File: src/rtl/kronos_execute.sv
// kronos_execute: Kronos execute stage, ID->EX consumer with registered valid/ready result output.
//   clk, rstz (async active-low) | decode[83:0] (pipeIDEX_t), decode_vld, decode_rdy
//   execute_result[31:0], execute_vld, execute_rdy | execute_busy (iterative shift in flight)
//   KRONOS_FAST_SHIFT_EN: barrel shifter, no FSM, execute_busy tied 0.
module kronos_execute #(
  parameter logic [31:0] RESET_RESULT = 32'h0
) (
  input  logic        clk,
  input  logic        rstz,
  input  logic [83:0] decode,
  input  logic        decode_vld,
  output logic        decode_rdy,
  output logic [31:0] execute_result,
  output logic        execute_vld,
  input  logic        execute_rdy,
  output logic        execute_busy
);
  typedef struct packed {
    logic [31:0] op1;
    logic [31:0] op2;
    logic        rs1_read;
    logic        rs2_read;
    logic [4:0]  rs1;
    logic [4:0]  rs2;
    logic        neg;
    logic        rev;
    logic        cin;
    logic        uns;
    logic        gte;
    logic [2:0]  sel;
  } pipeIDEX_t;
  pipeIDEX_t d;
  logic [31:0] alu, sum, shifted, shift_res, res_q, res_d;
  logic [4:0] shamt;
  logic lt, idle, accept, shift_start, shift_done, vld_q, vld_d;
  logic unused_fields;
  assign d = decode;
  assign unused_fields = ^{d.rs1_read, d.rs2_read, d.rs1, d.rs2};
  assign shamt = d.op2[4:0];
  assign decode_rdy = idle & (~vld_q | execute_rdy);
  assign accept = decode_vld & decode_rdy;
  assign execute_vld = vld_q;
  assign execute_result = res_q;
`ifdef KRONOS_FAST_SHIFT_EN
  assign shifted = d.rev ? d.op1 << shamt :
                   d.uns ? d.op1 >> shamt : $unsigned($signed(d.op1) >>> shamt);
  assign idle = 1'b1;
  assign shift_start = 1'b0;
  assign shift_done = 1'b0;
  assign shift_res = 32'h0;
  assign execute_busy = 1'b0;
`else
  typedef enum logic {IDLE, SHIFT} state_t;
  state_t state_q, state_d;
  logic [31:0] shreg_q, shreg_d;
  logic [4:0] cnt_q, cnt_d;
  logic rev_q, rev_d, uns_q, uns_d;
  // only shamt==0 reaches the output directly; non-zero shifts go through the FSM
  assign shifted = d.op1;
  assign idle = state_q == IDLE;
  assign shift_start = accept & (d.sel == 3'd5) & (|shamt);
  assign shift_done = (state_q == SHIFT) & (cnt_q == 5'd1);
  assign shift_res = rev_q ? {shreg_q[30:0], 1'b0} : {~uns_q & shreg_q[31], shreg_q[31:1]};
  assign execute_busy = state_q == SHIFT;
  always_comb begin
    state_d = shift_start ? SHIFT : shift_done ? IDLE : state_q;
    shreg_d = shift_start ? d.op1 : (state_q == SHIFT) ? shift_res : shreg_q;
    cnt_d = shift_start ? shamt : (state_q == SHIFT) ? cnt_q - 5'd1 : cnt_q;
    rev_d = shift_start ? d.rev : rev_q;
    uns_d = shift_start ? d.uns : uns_q;
  end
  always_ff @(posedge clk or negedge rstz) begin
    if (!rstz) begin
      state_q <= IDLE;
      shreg_q <= 32'h0;
      cnt_q <= 5'd0;
      rev_q <= 1'b0;
      uns_q <= 1'b0;
    end else begin
      state_q <= state_d;
      shreg_q <= shreg_d;
      cnt_q <= cnt_d;
      rev_q <= rev_d;
      uns_q <= uns_d;
    end
  end
`endif
  always_comb begin
    sum = d.op1 + (d.neg ? ~d.op2 : d.op2) + {31'b0, d.cin};
    lt = d.uns ? (d.op1 < d.op2) : ($signed(d.op1) < $signed(d.op2));
    alu = (d.sel == 3'd0) ? sum :
          (d.sel == 3'd1) ? d.op1 & d.op2 :
          (d.sel == 3'd2) ? d.op1 | d.op2 :
          (d.sel == 3'd3) ? d.op1 ^ d.op2 :
          (d.sel == 3'd4) ? {31'b0, d.gte ? ~lt : lt} :
          (d.sel == 3'd5) ? shifted : 32'h0;
  end
  // a load in the same edge as a consume keeps execute_vld high
  always_comb begin
    vld_d = (accept & ~shift_start) | shift_done | (vld_q & ~execute_rdy);
    res_d = shift_done ? shift_res : (accept & ~shift_start) ? alu : res_q;
  end
  always_ff @(posedge clk or negedge rstz) begin
    if (!rstz) begin
      vld_q <= 1'b0;
      res_q <= RESET_RESULT;
    end else begin
      vld_q <= vld_d;
      res_q <= res_d;
    end
  end
endmodule
File: config.mk
export PLATFORM = sky130hd
export DESIGN_NAME = kronos_execute
export DESIGN_NICKNAME = d
export VERILOG_FILES = /design/src/rtl/kronos_execute.sv
export SDC_FILE = /design/constraint.sdc
export NUM_CORES = 1
export LEC_CHECK = 0
export CORE_AREA = 8 8 114 194
export DETAILED_ROUTE_END_ITERATION = 7
export DIE_AREA = 0 0 122 202
export DONT_BUFFER_PORTS = 1
export GPL_TIMING_DRIVEN = 0
export PLACE_DENSITY = 0.65
export RECOVER_POWER = 50
export SYNTH_ARGS = -nofsm -noshare
export SYNTH_HDL_FRONTEND = slang
export SYNTH_SLANG_ARGS = --single-unit
File: constraint.sdc
create_clock -name clk -period 5.7 [get_ports clk]
set_input_delay 0.285 -clock clk [delete_from_list [all_inputs] [get_ports clk]]
set_output_delay 0.285 -clock clk [all_outputs]
set_load 0.03 [all_outputs]
==> summary.md, run 1 <==
The die covers 24600 um2. The share of synthesized registers carrying an async set or reset is 1.00, and the final HPWL from detailed placement is 25300 um. The flip-flop and latch count after synthesis came out at 73. For this run, the post-layout net count is 1248. For the hold buffer count at cts, the log shows 2. In the synthesized netlist, the number of instances is 1017. The time the worst path needs with I/O delays and setup was 4.20 ns. The clock group share of total power was 0.179. The slowest cell on the critical path is sky130_fd_sc_hd__buf_1.

Together, buffers and inverters on the worst path number 3. The logs give 8830 um2 for the placed standard-cell area and 71 for the number of distinct library cell variants in the gate-level netlist after synthesis. Count of antenna-violating nets left after detailed routing: 0. The number of antenna diodes in the final layout is 0. The number of global-route vias before repair is 8288.

Measured along the x axis, the die boundary spans 122 um. The cell that appears most often on the critical path is sky130_fd_sc_hd__fa_1. The run gives 0.263 as the overall track demand over capacity in global routing. For the final database, setup skew stands at 0.0111 ns. The run gives 68 as the number of standard-cell rows in the floorplan.

After detailed routing, the number of vias per cell comes to 6.35. After global routing the overflow that remains totals 0. Average cell area after synthesis: 8.38 um2. Traced cell by cell, the critical path runs through clkbuf_1 -> buf_1 -> xor2_1 -> fa_1 -> inv_1 -> fa_1 -> nor2b_1 -> o211ai_2 -> a21oi_2 -> o211a_1 -> a2111oi_4 -> o21bai_1 -> xnor2_1 -> a2111oi_0 -> o21ai_1. Hold is met by 0.0808 ns. Setup violations remaining at the end of the flow were counted as 0. Cell internal power was estimated by the tool at 1680 uW.

For the part of the Yosys area used for sequential elements, the log shows 0.214. Clock tree synthesis selected as its root buffer the cell sky130_fd_sc_hd__clkbuf_16. For this design the static power due to leakage is 0.00424 uW. TritonCTS built the clock tree. The synthesis-to-layout area growth is 7.52%, and the number of pins with negative max-slew slack in the final report is 0.

The initial antenna violation count is 0, and the share of total power in sequential cells is 0.364. The pin count of the biggest net entering global routing came out at 74. The run gives 0 as the post-CTS setup-driven buffer insertion count. The worst-case IR drop observed on VDD is 196 uV. Setup repair after global routing left no endpoint under its margin. The most common cell in the synthesized netlist is sky130_fd_sc_hd__ha_1. Derived from the worst setup path, the maximum achievable clock frequency is 238 MHz. The area of the core region was 19500 um2; the clock insertion delay at the later pin of the skew report was 0.35 ns. The run finished with clean final reports. Summing all non-filler instances in the final layout gives an area of 9170 um2. The total clock sinks was 73; the least setup slack across all paths after layout was 1.50 ns. In the synthesized netlist the dominant register cell turns out to be sky130_fd_sc_hd__dfrtp_1.

Broken down by cell family, the worst path's largest delay share belongs to compound AO/OA/AOI/OAI gates. The largest area contributor in the synthesized netlist is sky130_fd_sc_hd__dfrtp_1. Buffers inserted during clock tree synthesis total 9. The final route contains 8134 vias. The detailed-route wire length per cell was 25.5 um. The share of the clock period used by the worst path was 0.737. The final design utilization was 0.470. The worst setup path is captured at a flip-flop. In this run the power density over the cells is 354 nW/um2. The max-capacitance violation count is 0, and the setup slack of the most critical reg-to-reg path is 1.99 ns.

The critical path launch point type was an input port. The run gives 0.438 as the effective utilization at floorplan. The Yosys step of the flow raised 0 warnings. The die height came out at 202 um.

Total negative slack for setup checks: 0 ns. For the pin with the worst max-slew slack, the measured transition is 1.04 ns. Port buffering added 0 buffers. The first detailed-routing pass took 7 iterations.

Ranked by total cell area, the synthesized netlist is headed by sky130_fd_sc_hd__dfrtp_1 21%, sky130_fd_sc_hd__ha_1 19%, sky130_fd_sc_hd__a21oi_1 6.3%. On the worst path, the slowest cell contributes a delay of 0.71 ns. The number of hold-slack violations in the final timing report was 0. The switching fraction of total power was 0.482; the iteration-0 DRC count of the detailed router was 655. After filler insertion, the fill cell instance count of the layout stands at 1985. The I/O pin count is 123. The analysis attributes to net switching a power of 1560 uW. The maximum fanout count along the critical path is 10, and the wire length of the first global-routing pass is 48900 um. By count the netlist is led by 128 x sky130_fd_sc_hd__ha_1, 108 x sky130_fd_sc_hd__a21oi_1, 93 x sky130_fd_sc_hd__inv_1. In this run the cell area of the synthesized design comes to 8520 um2.

The portion of synthesized cell area occupied by the leading cell type came out at 0.214. The post-CTS clock slew at the launch and capture registers of the worst setup and hold paths was 0.07 ns; the total wirelength of the detailed-routed design was 32700 um. For the data required time of the critical path, the log shows 5.92 ns. The congestion estimate from routability-driven global placement came to 0.955. Counting along the longest clock path gives a buffer depth of 2. In this run, synthesis inferred 0 flip-flops with an integrated enable.

The logs give 1235 for the number of nets in the synthesized netlist and 4.43 ns for the critical path data arrival time. In the final layout, the multi-input gates occupy 6110 um2. The fraction of layout instances using a drive strength above 1 was 0.0715; the count of instances resized after the clock tree is built was 0. Kind of critical path: input port to flip-flop. The logs give 0 for the number of design rule violations left after detail routing and 1.24 ns for the worst setup timing slack at the placement stage. The sequential cells in the finished layout cover a total of 1830 um2. The run gives 0.307 as the headroom to the max-slew limit. The min-delay analysis places its worst path in the category input port to flip-flop.

The logs give 0.457 for the share of power burned in combinational logic and 3 for the number of H-tree levels.
==> layout by cell type, fill, tap and decap left out, types with 10 or more instances in the layout <==
cell type,instances
sky130_fd_sc_hd__a21o_1,10
sky130_fd_sc_hd__inv_1,93
sky130_fd_sc_hd__o22ai_1,13
sky130_fd_sc_hd__o21ai_0,54
sky130_fd_sc_hd__a21oi_1,108
sky130_fd_sc_hd__nand3_1,10
sky130_fd_sc_hd__o31ai_1,11
sky130_fd_sc_hd__nand2_1,44
sky130_fd_sc_hd__mux2_2,25
sky130_fd_sc_hd__nor2b_1,34
sky130_fd_sc_hd__dfrtp_1,73
sky130_fd_sc_hd__clkbuf_1,43
sky130_fd_sc_hd__a221o_1,38
sky130_fd_sc_hd__xor2_1,37
sky130_fd_sc_hd__nor3_1,13
sky130_fd_sc_hd__xnor2_1,20
sky130_fd_sc_hd__ha_1,128
sky130_fd_sc_hd__a211oi_1,13
sky130_fd_sc_hd__nor2_1,64
sky130_fd_sc_hd__mux2i_1,40
==> state kept, by name, indices dropped and copies added (netlist names) <==
signal	count
execute_busy	1
uns_q	1
cnt_q	5
execute_result	32
rev_q	1
shreg_q	32
execute_vld	1
==> area by class of cell <==
| type | count | share of cell area |
|---|---|---|
| sequential | 73 | 0.199 |
| clock inverter | 6 | 0.00737 |
| clock buffer | 10 | 0.0250 |
| timing repair buffer | 2 | 0.00410 |
| buffer | 58 | 0.0258 |
| tap | 245 | 0.0334 |
| multi-input combinational | 792 | 0.666 |
| inverter | 94 | 0.0385 |
==> power groups by stage <==
stage                     sequential [uW]  clock, uW  combinational (uW)
after floorplan                      1080          0                1090
after global placement               1190          0                1410
after detailed placement             1190          0                1440
after CTS                            1180        580                1460
after global routing                 1210        599                1610
final                                1180        580                1480
==> path summary, 6_finish.rpt <==
path,start,to,cells past startpoint
max reg2reg,execute_busy,execute_result[9],10
min,decode[24],cnt_q[4],2
max in group asynchronous,rstz,shreg_q[30],2
min in group asynchronous,rstz,shreg_q[2],2
max,decode[7],execute_result[22],15
min reg2reg,cnt_q[4],cnt_q[4],2
==> layer usage <==
| layer | GRT usage | share of wire | vias up |
|---|---|---|---|
| met3 | 0.0696 | 0.085 | 147 |
| met4 | 0.212 | 0.085 | 0 |
| met2 | 0.454 | 0.50 | 405 |
| li1 | - | - | 3679 |
| met5 | 0 | 0 | - |
| met1 | 0.255 | 0.33 | 3903 |
==> cell families (layout without fill, tap and decap cells) <==
family / Yosys count / in the layout / share of synthesized area
mux: 65 / 65 / 0.0800
simple gates: 216 / 216 / 0.129
buf+inv: 152 / 170 / 0.0691
xor+xnor: 57 / 57 / 0.0586
compound gates: 324 / 324 / 0.257
flops: 73 / 73 / 0.214
fa+ha+maj: 130 / 130 / 0.193
==> through the flow <==
stage / total power, uW / instances
2_1_floorplan: 2170 / 1017
3_3_place_gp: 2600 / 1262
3_5_place_dp: 2630 / 1262
4_1_cts: 3220 / 1280
5_1_grt: 3420 / 1280
6_report: 3250 / 1280
No activity file was read; power rests on OpenSTA's default activity.
==> run 2: changes to the inputs <==
--- a/config.mk
+++ b/config.mk
@@ -10,7 +10,7 @@
 export DIE_AREA = 0 0 122 202
 export DONT_BUFFER_PORTS = 1
 export GPL_TIMING_DRIVEN = 0
-export PLACE_DENSITY = 0.65
+export PLACE_DENSITY = 0.67
 export RECOVER_POWER = 50
 export SYNTH_ARGS = -nofsm -noshare
 export SYNTH_HDL_FRONTEND = slang
==> constraint.sdc (replaced) <==
create_clock -name clk -period 3.6 [get_ports clk]
set_input_delay 0.18 -clock clk [delete_from_list [all_inputs] [get_ports clk]]
set_output_delay 0.18 -clock clk [all_outputs]
set_load 0.03 [all_outputs]
==> summary.md, run 2 (synthesized netlist as in run 1, its figures left out) <==
The run finished, with violations left. The checks that failed: max-capacitance violations, max-slew violations. The number of pins with negative max-slew slack in the final report was 74 (was 0); the last weighted congestion value of the routability-driven placer was 0.961 (was 0.955). The aggregate global routing overflow is 0 (unchanged), and the number of design rule violations left after detail routing is 0 (unchanged). The tools report the number of fill cells as 1918 (was 1985). Area of the die: 24600 um2 (unchanged). The total clock sinks is 73 (unchanged). The highest cell delay on the worst timing path works out to 0.39 ns (was 0.71 ns). The tools report the total wirelength of the detailed-routed design as 33000 um (was 32700 um). Count of input and output buffers: 0 (unchanged). The final design utilization was 0.486 (was 0.470); the number of global-route vias before repair was 8465 (was 8288). The worst clock skew on the final layout is 0.0105 ns (was 0.0111 ns). For the clock group share of total power, the log shows 0.169 (was 0.179). TritonCTS built the clock tree.

The maximum operating frequency is 290 MHz. For the effective utilization at floorplan, the log shows 0.438 (unchanged). Number of H-tree levels: 3 (unchanged). The headroom to the max-slew limit is -0.309 (was 0.307), and the detailed-route vias per instance is 6.31 (was 6.35).

The share of total power in sequential cells was 0.365 (was 0.364). The initial antenna violation count came out at 0 (unchanged). The clock tree root driver cell is sky130_fd_sc_hd__clkbuf_16 (unchanged). The number of standard-cell rows in the floorplan was 68 (unchanged). Most frequent standard cell in the layout excluding fill and tap cells: sky130_fd_sc_hd__ha_1 (unchanged).

Setup repair after global routing left no endpoint under its margin. Overall track demand over capacity in global routing: 0.268 (was 0.263). The overall die width was 122 um (unchanged).

The area of the multi-input gates is 6130 um2 (was 6110 um2), and the iteration-0 DRC count of the detailed router is 708 (was 655). The time the worst path needs with I/O delays and setup was 3.44 ns. The area of the core region is 19500 um2 (unchanged). The max-capacitance violation count was 1 (was 0); the final worst hold slack was 0.00893 ns (was 0.0808 ns). The die height was 202 um (unchanged).

The logs give 3.72 ns (was 4.43 ns) for the critical path data arrival time and 0.00436 uW (was 0.00424 uW) for the leakage power. The largest voltage drop on the vdd net came out at 352 uV (was 196 uV). Kind of critical path: input port to flip-flop (unchanged).

Switching fraction of total power: 0.487 (was 0.482). For the number of failing setup endpoints in the final timing report, the log shows 0 (unchanged). The run gives 5150 uW (was 3250 uW) as the total power of the final layout. The type of the worst min-delay path was input port to flip-flop (unchanged).

The count of antenna-violating nets left after detailed routing was 0 (unchanged). The cell internal power dissipation is 2640 uW (was 1680 uW). Share of the clock period used by the worst path: 0.957. The share of power burned in combinational logic came out at 0.466 (was 0.457).

The design area was 9470 um2 (was 9170 um2); the fraction of layout instances using a drive strength above 1 was 0.0750 (was 0.0715). The diode insertion count for antenna repair came out at 0 (unchanged). For the vias after detailed routing, the log shows 8278 (was 8134).

Most used cells in the layout excluding fill and tap cells: 128 x sky130_fd_sc_hd__ha_1, 107 x sky130_fd_sc_hd__a21oi_1, 93 x sky130_fd_sc_hd__inv_1 (was 128 x sky130_fd_sc_hd__ha_1, 108 x sky130_fd_sc_hd__a21oi_1, 93 x sky130_fd_sc_hd__inv_1). The clock insertion delay at the later pin of the skew report is 0.35 ns (about the same). The number of buffers created by CTS was 9 (unchanged); the synthesis-to-layout area growth was 11.1% (was 7.52%). The number of nets in the layout is 1279 (was 1248).

Cells traversed along the worst timing path: clkbuf_2 -> buf_4 -> xor2_1 -> fa_1 -> inv_1 -> fa_1 -> nor2b_1 -> o211ai_2 -> a21oi_2 -> o211a_1 -> a2111oi_4 -> buf_4 -> o21a_1 -> and2_1 -> o31ai_1 -> a22o_1 (was clkbuf_1 -> buf_1 -> xor2_1 -> fa_1 -> inv_1 -> fa_1 -> nor2b_1 -> o211ai_2 -> a21oi_2 -> o211a_1 -> a2111oi_4 -> o21bai_1 -> xnor2_1 -> a2111oi_0 -> o21ai_1). The run gives 1830 um2 (unchanged) as the flip-flop and latch area. The maximum fanout count along the critical path came out at 10 (unchanged). The I/O pin count was 123 (unchanged). The slowest cell on the critical path is sky130_fd_sc_hd__fa_1 (was sky130_fd_sc_hd__buf_1). The slew of the pin with the lowest slew margin was 1.96 ns (was 1.04 ns). The tools report the critical path launch point type as an input port (unchanged). Wire length of the first global-routing pass: 50000 um (was 48900 um).

The number of hold-slack violations in the final timing report was 0 (unchanged). The placed standard-cell area was 8830 um2 (unchanged); the number of optimization iterations in the first detailed-route pass was 5 (was 7). The critical path capture point type is a flip-flop (unchanged). Post-CTS clock slew at the launch and capture registers of the worst setup and hold paths: 0.05 ns (was 0.07 ns). The tools report the switching component of the power as 2510 uW (was 1560 uW).

The final HPWL from detailed placement is 25000 um (was 25300 um), and the pin count of the biggest net entering global routing is 74 (unchanged). The maximum number of buffers from clock root to sink was 2 (unchanged); the power per standard cell area was 544 nW/um2 (was 354 nW/um2). Detailed-route wire length per cell: 25.2 um (was 25.5 um).

The run gives 3.88 ns (was 5.92 ns) as the data required time of the critical path.
==> run 2: cell types whose count changed in the layout (fill, tap and decap cells not counted), moves of 2 or more <==
cell	delta
sky130_fd_sc_hd__dlygate4sd3_1	+30
sky130_fd_sc_hd__buf_4	+2
sky130_fd_sc_hd__buf_1	-3
sky130_fd_sc_hd__clkbuf_2	+2
==> run 2: per-stage QoR <==
stage	std cells	setup TNS (ns)	worst slack, ns
2_1_floorplan	1017	0	0.147
3_3_place_gp	1262	-8.83	-0.867
3_5_place_dp	1262	-9.52	-0.852
4_1_cts	1310	0	0.150
5_1_grt	1311	0	0.0274
6_report	1311	0	0.156
==> run 2: layout make-up <==
cell class                      count  area share
Clock inverter                      5     0.00423
Timing Repair Buffer               33      0.0341
Inverter                           94      0.0373
Tap cell                          245      0.0324
Clock buffer                       11      0.0256
Multi-Input combinational cell    792       0.647
Sequential cell                    73       0.193
Buffer                             58      0.0264
==> run 2: power groups by stage <==
stage / logic, uW / registers (uW) / clock network, uW
2_1_floorplan: 1720 / 1710 / 0
3_3_place_gp: 2240 / 1870 / 0
3_5_place_dp: 2280 / 1880 / 0
4_1_cts: 2350 / 1860 / 860
5_1_grt: 2600 / 1910 / 888
6_report: 2400 / 1880 / 868
==> run 2: final timing paths <==
path / startpoint / to / slack (ns) / depth (start not counted)
min: decode[82] / shreg_q[30] / 0.009 / 1
min in group asynchronous: rstz / cnt_q[2] / 1.01 / 2
max reg2reg: execute_busy / execute_result[12] / 0.24 / 10
min reg2reg: cnt_q[4] / cnt_q[4] / 0.51 / 2
max in group asynchronous: rstz / shreg_q[7] / 1.40 / 2
max: decode[7] / execute_result[26] / 0.16 / 16
==> run 2: per-layer routing <==
layer  vias up  wire, um  track usage
met5         -         0            0
met4         0      2840        0.219
li1       3732         -            -
met2       408     16700        0.465
met1      3982     11100        0.268
met3       156      2420       0.0509
==> run 2: what timing repair did <==
action                                  in CTS  in global routing
gates resized for setup                     14                  1
hold buffers                                32                  0
endpoints found under the hold margin      103                  0
pin swaps                                    0                  1
setup buffers                                0                  1
endpoints found under the setup margin      17                  1
==> run 2: worst max-delay path: cells and delay by family <==
family                   cells  cell delay, ns
AND/OR/NAND/NOR              2            0.41
AO/OA/AOI/OAI                7            1.51
XOR/XNOR                     1            0.22
buffers and inverters        4            0.73
adder cells (fa/ha/maj)      2            0.66
==> run 3: changes to the inputs <==
--- a/config.mk
+++ b/config.mk
@@ -10,7 +10,7 @@
 export DIE_AREA = 0 0 122 202
 export DONT_BUFFER_PORTS = 1
 export GPL_TIMING_DRIVEN = 0
-export PLACE_DENSITY = 0.67
+export PLACE_DENSITY = 0.65
 export RECOVER_POWER = 50
 export SYNTH_ARGS = -nofsm -noshare
 export SYNTH_HDL_FRONTEND = slang
==> constraint.sdc (replaced) <==
create_clock -name clk -period 3.38 [get_ports clk]
set_input_delay 0.169 -clock clk [delete_from_list [all_inputs] [get_ports clk]]
set_output_delay 0.169 -clock clk [all_outputs]
set_load 0.03 [all_outputs]
==> summary.md, run 3 (synthesized netlist as in run 1, its figures left out) <==
The maximum fanout count along the critical path was 10 (unchanged). The vias after detailed routing came out at 8309 (was 8278). The pin count of the biggest net entering global routing is 74 (unchanged), and the data required time of the critical path is 3.58 ns (was 3.88 ns). Critical path capture point type: a flip-flop (unchanged). TritonCTS built the clock tree. Detailed-route wire length per cell: 25.3 um (was 25.2 um). The worst setup timing slack at the placement stage was -0.835 ns (was -0.852 ns).

Clock tree root driver cell: sky130_fd_sc_hd__clkbuf_16 (unchanged). The leakage power is 0.00438 uW (was 0.00436 uW), and the fraction of layout instances using a drive strength above 1 is 0.0759 (was 0.0750). The total negative slack for setup checks was 0 ns (unchanged). The endpoint of the lowest-slack register-to-register path was execute_result[9] (was execute_result[12]). The overall die width is 122 um (unchanged). The clock insertion delay at the later pin of the skew report was 0.34 ns (was 0.35 ns).

The number of failing setup endpoints in the final timing report came out at 0 (unchanged). The count of antenna-violating nets left after detailed routing was 0 (unchanged). Type of the worst min-delay path: input port to flip-flop (unchanged). The total clock sinks came out at 73 (unchanged).

The maximum operating frequency was 309 MHz; the total wirelength of the detailed-routed design was 33200 um (was 33000 um). The diode insertion count for antenna repair was 0 (unchanged); the die height was 202 um (unchanged). The tools report the area of the die as 24600 um2 (unchanged). Setup repair after global routing left no endpoint under its margin. The number of buffers created by CTS was 9 (unchanged). The slew of the pin with the lowest slew margin was 1.95 ns (was 1.96 ns); the cell total after placement was 1262 (unchanged).

Headroom to the max-slew limit: -0.302 (was -0.309). The run gives 639 (was 708) as the iteration-0 DRC count of the detailed router. The worst hold path startpoint was decode[54] (was decode[82]).

The number of fill cells was 1975 (was 1918). The tools report the overall track demand over capacity in global routing as 0.267 (was 0.268). The area of the core region came out at 19500 um2 (unchanged). Most used cells in the layout excluding fill and tap cells: 128 x sky130_fd_sc_hd__ha_1, 107 x sky130_fd_sc_hd__a21oi_1, 93 x sky130_fd_sc_hd__inv_1 (unchanged). The tools report the least setup slack across all paths after layout as 0.146 ns (was 0.156 ns). The final worst hold slack was 0.0519 ns (was 0.00893 ns); the power per standard cell area was 578 nW/um2 (was 544 nW/um2).

The run gives 49600 um (was 50000 um) as the wire length of the first global-routing pass. The tools report the worst flop-to-flop path startpoint as execute_busy (unchanged). The number of stages on the worst hold path is 2 (was 1).

The share of the clock period used by the worst path is 0.957. Subtracting the final worst setup slack from the clock period gives 3.23 ns. The logs give 123 (unchanged) for the I/O pin count and 0 (unchanged) for the number of design rule violations left after detail routing. The synthesis-to-layout area growth came out at 11.2% (was 11.1%). The number of pins with negative max-slew slack in the final report is 74 (unchanged).

The final HPWL from detailed placement came out at 25400 um (was 25000 um). The detailed-route vias per instance is 6.33 (was 6.31). For the number of nets in the layout, the log shows 1280 (was 1279). Filler-free cell count of the finished design: 1312 (was 1311). The number of H-tree levels was 3 (unchanged). The run finished, with violations left. The run gives 8475 (was 8465) as the number of global-route vias before repair. The count of input and output buffers works out to 0 (unchanged). The logs give 5480 uW (was 5150 uW) for the total power of the final layout and 3.43 ns (was 3.72 ns) for the critical path data arrival time. The launch point of the worst path is decode[7] (unchanged).

The tools report the number of hold-slack violations in the final timing report as 0 (unchanged). The tools report the setup slack of the most critical reg-to-reg path as 0.21 ns (was 0.24 ns). Sink of the worst hold path: execute_result[2] (was shreg_q[30]). The logs give 2 (unchanged) for the maximum number of buffers from clock root to sink and 0.438 (unchanged) for the effective utilization at floorplan. The tools report the worst clock skew on the final layout as 0.00899 ns (was 0.0105 ns). The kind of critical path is input port to flip-flop (unchanged).

The post-CTS clock slew at the launch and capture registers of the worst setup and hold paths came out at 0.06 ns (was 0.05 ns). The number of standard-cell rows in the floorplan came out at 68 (unchanged). The aggregate global routing overflow was 0 (unchanged); the initial antenna violation count was 0 (unchanged).

The logic depth of the worst register-to-register path is 10 (unchanged). The max-capacitance violation count is 1 (unchanged). Critical path launch point type: an input port (unchanged).

The largest voltage drop on the vdd net was 349 uV (was 352 uV); the number of optimization iterations in the first detailed-route pass was 5 (unchanged). Last weighted congestion value of the routability-driven placer: 0.968 (was 0.961). The most frequent standard cell in the layout excluding fill and tap cells was sky130_fd_sc_hd__ha_1 (unchanged). Violations in the final reports: max-capacitance violations, max-slew violations (unchanged).
run 3: critical path: stages:
cell	delay, ns
sky130_fd_sc_hd__clkbuf_2	0.21
sky130_fd_sc_hd__buf_6	0.22
sky130_fd_sc_hd__xor2_1	0.20
sky130_fd_sc_hd__fa_1	0.25
sky130_fd_sc_hd__inv_1	0.06
sky130_fd_sc_hd__fa_1	0.40
sky130_fd_sc_hd__nor2b_1	0.21
sky130_fd_sc_hd__o211ai_2	0.15
sky130_fd_sc_hd__a21oi_2	0.30
sky130_fd_sc_hd__o211a_1	0.25
sky130_fd_sc_hd__a2111oi_4	0.06
sky130_fd_sc_hd__buf_4	0.17
sky130_fd_sc_hd__o22ai_1	0.27
sky130_fd_sc_hd__mux2i_1	0.23
sky130_fd_sc_hd__a21oi_1	0.09
sky130_fd_sc_hd__a2bb2oi_1	0.16
run 3: cell type report:
cell class	count	area (um2)	area share
clock inverter	5	38.8	0.00409
multi-input combinational	792	6130	0.646
tap	245	307	0.0323
inverter	94	353	0.0372
buffer	58	253	0.0267
sequential	73	1830	0.193
clock buffer	11	243	0.0256
timing repair buffer	34	333	0.0351
run 3: timing repair:
action | in CTS | in global routing
cloned | 0 | 0
buffers inserted | 0 | 1
endpoints found under the setup margin | 20 | 12
gates resized for setup | 8 | 6
hold buffers | 33 | 0
endpoints found under the hold margin | 104 | 0
pin swaps | 0 | 1
run 3: worst max path at each step:
stage / to / slack (ns) / depth (start not counted)
4_1_cts: execute_result[22] / 0.002 / 15
5_1_grt: execute_result[22] / 0.0007 / 13
6_report: execute_result[28] / 0.15 / 16
2_1_floorplan: execute_result[22] / 0.15 / 12
3_3_place_gp: execute_result[22] / -0.83 / 12
3_5_place_dp: execute_result[22] / -0.84 / 12
run 3: routing by layer:
metal	part of all wire	track usage	vias to the layer above
met5	0	0	-
met4	0.089	0.222	0
met3	0.079	0.0542	145
met2	0.50	0.464	398
met1	0.33	0.264	4025
li1	-	-	3741
run 3: power by group:
part / leakage (uW) / internal (uW) / total (uW) / switching, uW
registers: 0.000930 / 1230 / 2000 / 768
clock network: 0.000136 / 522 / 924 / 402
logic: 0.00331 / 1060 / 2550 / 1490
run 3: stage by stage:
stage	cell area, um2	util
CTS	9470	0.486
finish	9480	0.487
floorplan	8530	-
global placement	8830	0.453
global route	9480	0.487
detailed placement	8830	0.453
